==> src/rtl/cpu_defs_pkg.sv <==
// Shared CPU definitions: next-PC select encodings, reset/bubble constants,
// and the IF/ID payload layout.
package cpu_defs;

   localparam int unsigned XLEN     = 32;
   localparam int unsigned PC_SRC_W = 2;

   typedef enum logic [PC_SRC_W-1:0] {
      PC_SRC_SEQ = 2'b00,
      PC_SRC_BR  = 2'b01,
      PC_SRC_J   = 2'b10,
      PC_SRC_JR  = 2'b11
   } pc_src_e;

   localparam logic [XLEN-1:0] RESET_PC = 32'h0040_0000;
   localparam logic [XLEN-1:0] NOP_INST = 32'h0000_0000;

   typedef struct packed {
      logic [XLEN-1:0] inst;
      logic [XLEN-1:0] pc_plus4;
      logic            valid;
   } if_id_t;

   // Redirect targets are word addresses; clear the byte offset.
   function automatic logic [XLEN-1:0] word_align(input logic [XLEN-1:0] addr);
      return {addr[XLEN-1:2], 2'b00};
   endfunction

endpackage

==> src/rtl/pc_next_sel.sv <==
// Combinational next-PC selection: redirect beats stall, stall beats PC+4.
module pc_next_sel
   import cpu_defs::*;
(
   input  logic [XLEN-1:0]     pc,
   input  logic [PC_SRC_W-1:0] pc_src,
   input  logic                stall,
   input  logic [XLEN-1:0]     branch_target,
   input  logic [XLEN-1:0]     jump_target,
   input  logic [XLEN-1:0]     jr_target,
   output logic [XLEN-1:0]     pc_plus4_c,
   output logic [XLEN-1:0]     pc_next_c
);

   always_comb begin
      pc_plus4_c = pc + XLEN'(4);
      pc_next_c  = pc_plus4_c;
      unique case (pc_src_e'(pc_src))
         PC_SRC_BR:  pc_next_c = word_align(branch_target);
         PC_SRC_J:   pc_next_c = word_align(jump_target);
         PC_SRC_JR:  pc_next_c = word_align(jr_target);
         PC_SRC_SEQ: pc_next_c = stall ? pc : pc_plus4_c;
         default:    pc_next_c = pc_plus4_c;
      endcase
   end

endmodule

==> src/rtl/fetch_stage.sv <==
// Instruction fetch stage: PC register, IF/ID pipeline register and a
// count of instructions accepted into IF/ID.
module fetch_stage
   import cpu_defs::*;
#(
   parameter logic [31:0] RESET_PC = cpu_defs::RESET_PC,
   parameter logic [31:0] NOP_INST = cpu_defs::NOP_INST
) (
   input  logic        clk,
   input  logic        reset,
   input  logic        stall,
   input  logic        flush,
   input  logic [1:0]  pc_src,
   input  logic [31:0] branch_target,
   input  logic [31:0] jump_target,
   input  logic [31:0] jr_target,
   output logic [31:0] imem_addr,
   input  logic [31:0] imem_inst,
   output logic [31:0] if_id_inst,
   output logic [31:0] if_id_pc_plus4,
   output logic        if_id_valid,
   output logic [31:0] fetch_count
);

   logic [XLEN-1:0] pc;
   logic [XLEN-1:0] pc_plus4_c;
   logic [XLEN-1:0] pc_next_c;
   if_id_t          if_id;

   pc_next_sel u_pc_next_sel (
      .pc            (pc),
      .pc_src        (pc_src),
      .stall         (stall),
      .branch_target (branch_target),
      .jump_target   (jump_target),
      .jr_target     (jr_target),
      .pc_plus4_c    (pc_plus4_c),
      .pc_next_c     (pc_next_c)
   );

   always_ff @(posedge clk) begin
      if (reset) begin
         pc <= RESET_PC;
      end else begin
         pc <= pc_next_c;
      end
   end

   // Flush inserts a bubble even when stalled; stall holds every field.
   always_ff @(posedge clk) begin
      if (reset || flush) begin
         if_id <= '{inst: NOP_INST, pc_plus4: '0, valid: 1'b0};
      end else if (!stall) begin
         if_id <= '{inst: imem_inst, pc_plus4: pc_plus4_c, valid: 1'b1};
      end
   end

   always_ff @(posedge clk) begin
      if (reset) begin
         fetch_count <= '0;
      end else if (!flush && !stall) begin
         fetch_count <= fetch_count + XLEN'(1);
      end
   end

   assign imem_addr      = pc;
   assign if_id_inst     = if_id.inst;
   assign if_id_pc_plus4 = if_id.pc_plus4;
   assign if_id_valid    = if_id.valid;

endmodule

==> config.mk <==
export PLATFORM = sky130hd
export DESIGN_NAME = fetch_stage
export DESIGN_NICKNAME = d
export VERILOG_FILES = /design/src/rtl/cpu_defs_pkg.sv /design/src/rtl/pc_next_sel.sv /design/src/rtl/fetch_stage.sv
export SDC_FILE = /design/constraint.sdc
export NUM_CORES = 1
export LEC_CHECK = 0
export CAP_MARGIN = 10
export CORE_ASPECT_RATIO = 0.9
export CORE_MARGIN = 3
export CORE_UTILIZATION = 56
export DETAILED_ROUTE_END_ITERATION = 6
export DONT_BUFFER_PORTS = 1
export PLACE_DENSITY = 0.77
export SYNTH_ARGS = -nofsm -noshare
export SYNTH_HDL_FRONTEND = slang
export SYNTH_HIERARCHICAL = 1
export SYNTH_SLANG_ARGS = --single-unit
==> constraint.sdc <==
create_clock -name clk -period 2.25 [get_ports clk]
set_input_delay 0.45 -clock clk [delete_from_list [all_inputs] [get_ports clk]]
set_output_delay 0.45 -clock clk [all_outputs]
set_load 0.005 [all_outputs]
* Word level (Yosys, flattened, before mapping)
Cells that the tools add are included.
Word-level totals: register bits 129, word-level logic and storage cells 18
Cells by class: mux-type cells 2, add/subtract/negate cells 2, equality and inequality tests 4, reduce and logical (&&, ||, !) cells 5
Operators by type and width (number):
- one-hot mux 32 bit (4 select lines) | 1
- adder 32 x 1 -> 32 bit (second input constant) | 1
- adder 32 x 3 -> 32 bit (second input constant) | 1
- two-way mux 32 bit | 1
- equality test 2 bit (second input constant) | 2
- equality test 2 x 1 -> 1 bit (second input constant) | 1
- logical NOT 1 bit | 2
- logical NOT 2 bit | 1
- inequality test 2 bit (second input constant) | 1
- logical AND 1 bit | 1
- logical OR 1 bit | 1

* Logic depth before layout (Yosys ltp)
word-level depth 3, depth in mapped cells 9

* Modules after synthesis
The synthesis kept the hierarchy.
By module, submodules not included:
- fetch_stage | area an instance 4625.7 um^2, times used 1, cells an instance 456
- pc_next_sel | area an instance 1959.4 um^2, times used 1, cells an instance 223

* Least setup slack after synthesis
Ideal clock, no wire load.
path kind input -> register, start point input stall, end point register fetch_count[31], stages 6, setup slack -0.043 ns, arrival time 2.172 ns, path through clkbuf_2 -> or3b_4 -> or4_4 -> buf_6 -> nor4_1 -> mux2_2
On the way: cells in the longest elaborated chain, start to end 2
RTL lines:
- start: declaration | line fetch_stage.sv:11 | input logic stall,
- logical NOT 1 bit | line fetch_stage.sv:61 | end else if (!flush && !stall) begin
- logical AND 1 bit | line fetch_stage.sv:61
- end signal: assignment | line fetch_stage.sv:62 | fetch_count <= fetch_count + XLEN'(1);
- end: declaration | line fetch_stage.sv:22 | output logic [31:0] fetch_count
No other way between the ends. A chain may end at the register's enable or synchronous reset.

* Worst setup path in the final report
start point register pc[11] (netlist: imem_addr[11]), end point register pc[25] (netlist: imem_addr[25])
On the way: cells in the longest elaborated chain, start to end 3
RTL lines:
- start: declaration | line fetch_stage.sv:25 | logic [XLEN-1:0] pc;
- start signal: assignment | line fetch_stage.sv:45 | pc <= pc_next_c;
- adder 32 x 3 -> 32 bit | line pc_next_sel.sv:16 | pc_plus4_c = pc + XLEN'(4);
- two-way mux 32 bit | line pc_next_sel.sv:22 | PC_SRC_SEQ: pc_next_c = stall ? pc : pc_plus4_c;
- one-hot mux 32 bit (4 select lines) | line pc_next_sel.sv:18 | unique case (pc_src_e'(pc_src))
- named net pc_next_c[25] | line fetch_stage.sv:27 | logic [XLEN-1:0] pc_next_c;
The timed path passes the listed nets, and every way through them passes these cells. The select of a mux whose other input is x is not followed.

==> results by group <==
Run status
  • Status: finished clean

Yosys
  • Synth Register Bits: 129
  • XOR/XNOR share of the synthesized area: 0.0825
  • Ranking of synthesized cells by area: dfxtp_1 (39%), mux2i_1 (10%), mux4_2 (8.9%)
  • Mapped Nets: 815
  • Seq/Total Area, Yosys: 0.392
  • YS warnings: 6
  • Distinct cell type count after synthesis: 46
  • Mux share of post-synthesis cell area: 0.205
  • Synth Area in Compound Gates: 0.0475
  • EDFF count, synth: 0
  • Area fraction in and, or, nand and nor cells after synthesis: 0.229
  • Syn Area/Cell: 9.70 um^2
  • Synth Area in Adders: 0.00380
  • Cells after Synth: 679
  • Ys async rst share: 0
  • Post-synth top area share: 0.392
  • Largest family of logic cells by synthesized area: simple AND/OR/NAND/NOR gates
  • Post-synthesis cell area: 6590 um^2
  • Main flop type after synthesis: dfxtp_1
  • Area leader, netlist: dfxtp_1

Drt
  • WL/cell: 20.6 um
  • DRT iter0 DRCs: 374
  • Via Count: 5,221
  • Number of vias per cell: 6.12
  • Final WL: 17,600 um
  • Total iterations of the first detailed-routing run: 5
  • Number of remaining DRC errors: 0
  • ANT nets after route: 0

Global routing
  • Initial antenna violation count: 4
  • Pin count of the biggest net entering global routing: 96
  • Number of global-route vias before repair: 5,143
  • Total global-route track usage: 0.264
  • First-pass GRT wire length: 26,800 um
  • Remaining Overflow, GRT: 0

CTS
  • Clock Sinks: 129
  • Number of H-tree levels: 4
  • CTS root buf: clkbuf_16
  • CTS Buffer Depth: 2
  • TritonCTS Buffers: 17
  • Post-CTS setup repair buffer count: 0
  • CTS tree: yes
  • Clk_lat worst skew: 0.41 ns
  • Worst-path clk slew: 0.06 ns

Setup path
  • Reg2reg path depth: 7
  • Crit path capture type: flop
  • Cells along the critical path: buf_4, nand4_1, nor2_2, nand4b_1, xnor2_1, mux4_2, nor2b_1
  • CP Max Fanout: 6
  • CP max stage cell: mux4_2
  • Worst Path Required: 2.56 ns
  • Critical path data arrival time: 2.47 ns
  • Critical path class: flop to flop
  • Largest stage delay on the critical path: 0.46 ns
  • Setup crit start kind: flop

Die
  • Die height: 109 um
  • Rows: 36
  • IO Pins: 263
  • Die width: 120 um
  • Die area: 13,100 um^2
  • Initial cell density of the core: 0.589
  • Core box area: 11,200 um^2

Layout
  • Fillers: 859
  • Multi-input gate area: 3770 um^2
  • Final Core Density: 0.673
  • Share of post-route cells with drive strength above 1: 0.175
  • Final #Nets: 824
  • Finished Cell Area: 7520 um^2
  • Area growth, synth to finish: 14.3%
  • Seq. cell area: 2580 um^2

Job
  • Maxcap violations: 0

Timing
  • Max-slew violation count: 0
  • Worst-margin pin slew: 0.710 ns
  • # setup viols final: 0
  • RSZ-0062 raised after global routing: yes
  • Clock period minus worst slack: 2.16 ns
  • Fmax: 0.463 GHz
  • Final period util: 0.960
  • Setup TNS after final layout: 0 ns
  • Final hold slack: 0.0995 ns
  • Normalized max-slew margin: 0.527
  • Layout Skew: 0.00485 ns
  • Final hold violation count: 0

Hold path
  • Hold WC Path Type: input port to flop
  • WHS Path Cells: 1

Power
  • PD cells: 772 nW/um^2
  • Worst IR drop on VDD: 0.523 mV
  • LEAKAGE: 2.87 nW
  • Tot Pwr: 5.81 mW

Place
  • Placer Congestion: 0.912
  • PortBufs: 0
  • Post-DP Area: 6870 um^2
  • HPWL Detailed: 12,900 um
[logic make-up after synthesis]
kind of cell               count (synthesis)
and+or+nand+nor                          276
adders and majority gates                  2
buffers and inverters                     60
xor gates and xnor gates                  62
DFF                                      129
AOI/OAI and AO/OA                         51
muxes                                     99
[report_power, final]
| group | switching [mW] | internal [mW] | total (mW) |
|---|---|---|---|
| registers | 0.0878 | 2.37 | 2.45 |
| logic | 0.184 | 0.277 | 0.461 |
| clock network | 0.970 | 1.92 | 2.89 |
[cell usage after synthesis (all sizes together) (6+ instances only)]
| cell type | number |
|---|---|
| nand4 | 19 |
| inv | 10 |
| nor2b | 34 |
| or4 | 16 |
| xnor2 | 37 |
| dfxtp | 129 |
| nor2 | 97 |
| nand3 | 23 |
| nor3 | 13 |
| mux2i | 68 |
| or3 | 8 |
| a21oi | 24 |
| nand2 | 26 |
| o31ai | 14 |
| xor2 | 25 |
| and4 | 6 |
| buf | 19 |
| clkbuf | 31 |
| o21ai | 7 |
| mux4 | 28 |
| nor4 | 6 |
| and3 | 7 |
[repair_timing]
| item | in CTS | in global routing |
|---|---|---|
| hold buffers | 0 | 0 |
| endpoints found under the setup margin | 0 | 10 |
| gates resized for setup | 0 | 7 |
[layout by cell type (no fill, tap or decap), types with 21 or more instances in the layout]
cell and count:
mux4_2 26, xnor2_1 37, dfxtp_1 129, nor2_1 94
a21oi_1 24, buf_4 39, mux2i_1 68, nand3_1 21
nor2b_1 34, nand2_1 26, xor2_1 25
[layout make-up]
cell class,instances,share of cell area
clock inverters,10,0.0211
clock buffers,20,0.0620
diodes,2,0.000665
repair buffers,40,0.0416
multi-input cells,490,0.501
well taps,152,0.0253
inverters,10,0.00499
flip-flops and latches,129,0.343
[sequential cells by signal (all words and copies together), names as in the netlist]
register        flops
fetch_count        32
if_id_valid         1
if_id_inst         32
if_id_pc_plus4     32
imem_addr          32
[routing by layer]
| layer | GRT usage | vias to the layer above | share of wire |
|---|---|---|---|
| li1 | - | 2430 | - |
| met2 | 0.445 | 286 | 0.50 |
| met1 | 0.287 | 2453 | 0.35 |
| met5 | 0 | - | 0.0015 |
| met4 | 0.116 | 4 | 0.026 |
| met3 | 0.122 | 48 | 0.12 |
[worst max-delay path, delay by kind of cell (launching register included)]
kind | cells | cell delay (ns)
flops | 1 | 0.33
xor+xnor | 1 | 0.18
mux | 1 | 0.46
buf+inv | 1 | 0.16
simple gates | 4 | 0.91
[per-stage QoR]
| stage | setup slack, ns | cells |
|---|---|---|
| 2_1_floorplan | -0.0425 | 679 |
| 3_3_place_gp | 0.00306 | 821 |
| 3_5_place_dp | -0.0409 | 821 |
| 4_1_cts | 0.0266 | 851 |
| 5_1_grt | -0.0297 | 853 |
| 6_report | 0.0890 | 853 |
[final timing paths]
kind	end	from	slack (ns)
max	imem_addr[25]	imem_addr[11]	0.09
min	fetch_count[0]	reset	0.1
max reg2reg	imem_addr[25]	imem_addr[11]	0.09
min reg2reg	if_id_valid	if_id_valid	0.48
No activity file was read; power rests on OpenSTA's default activity.
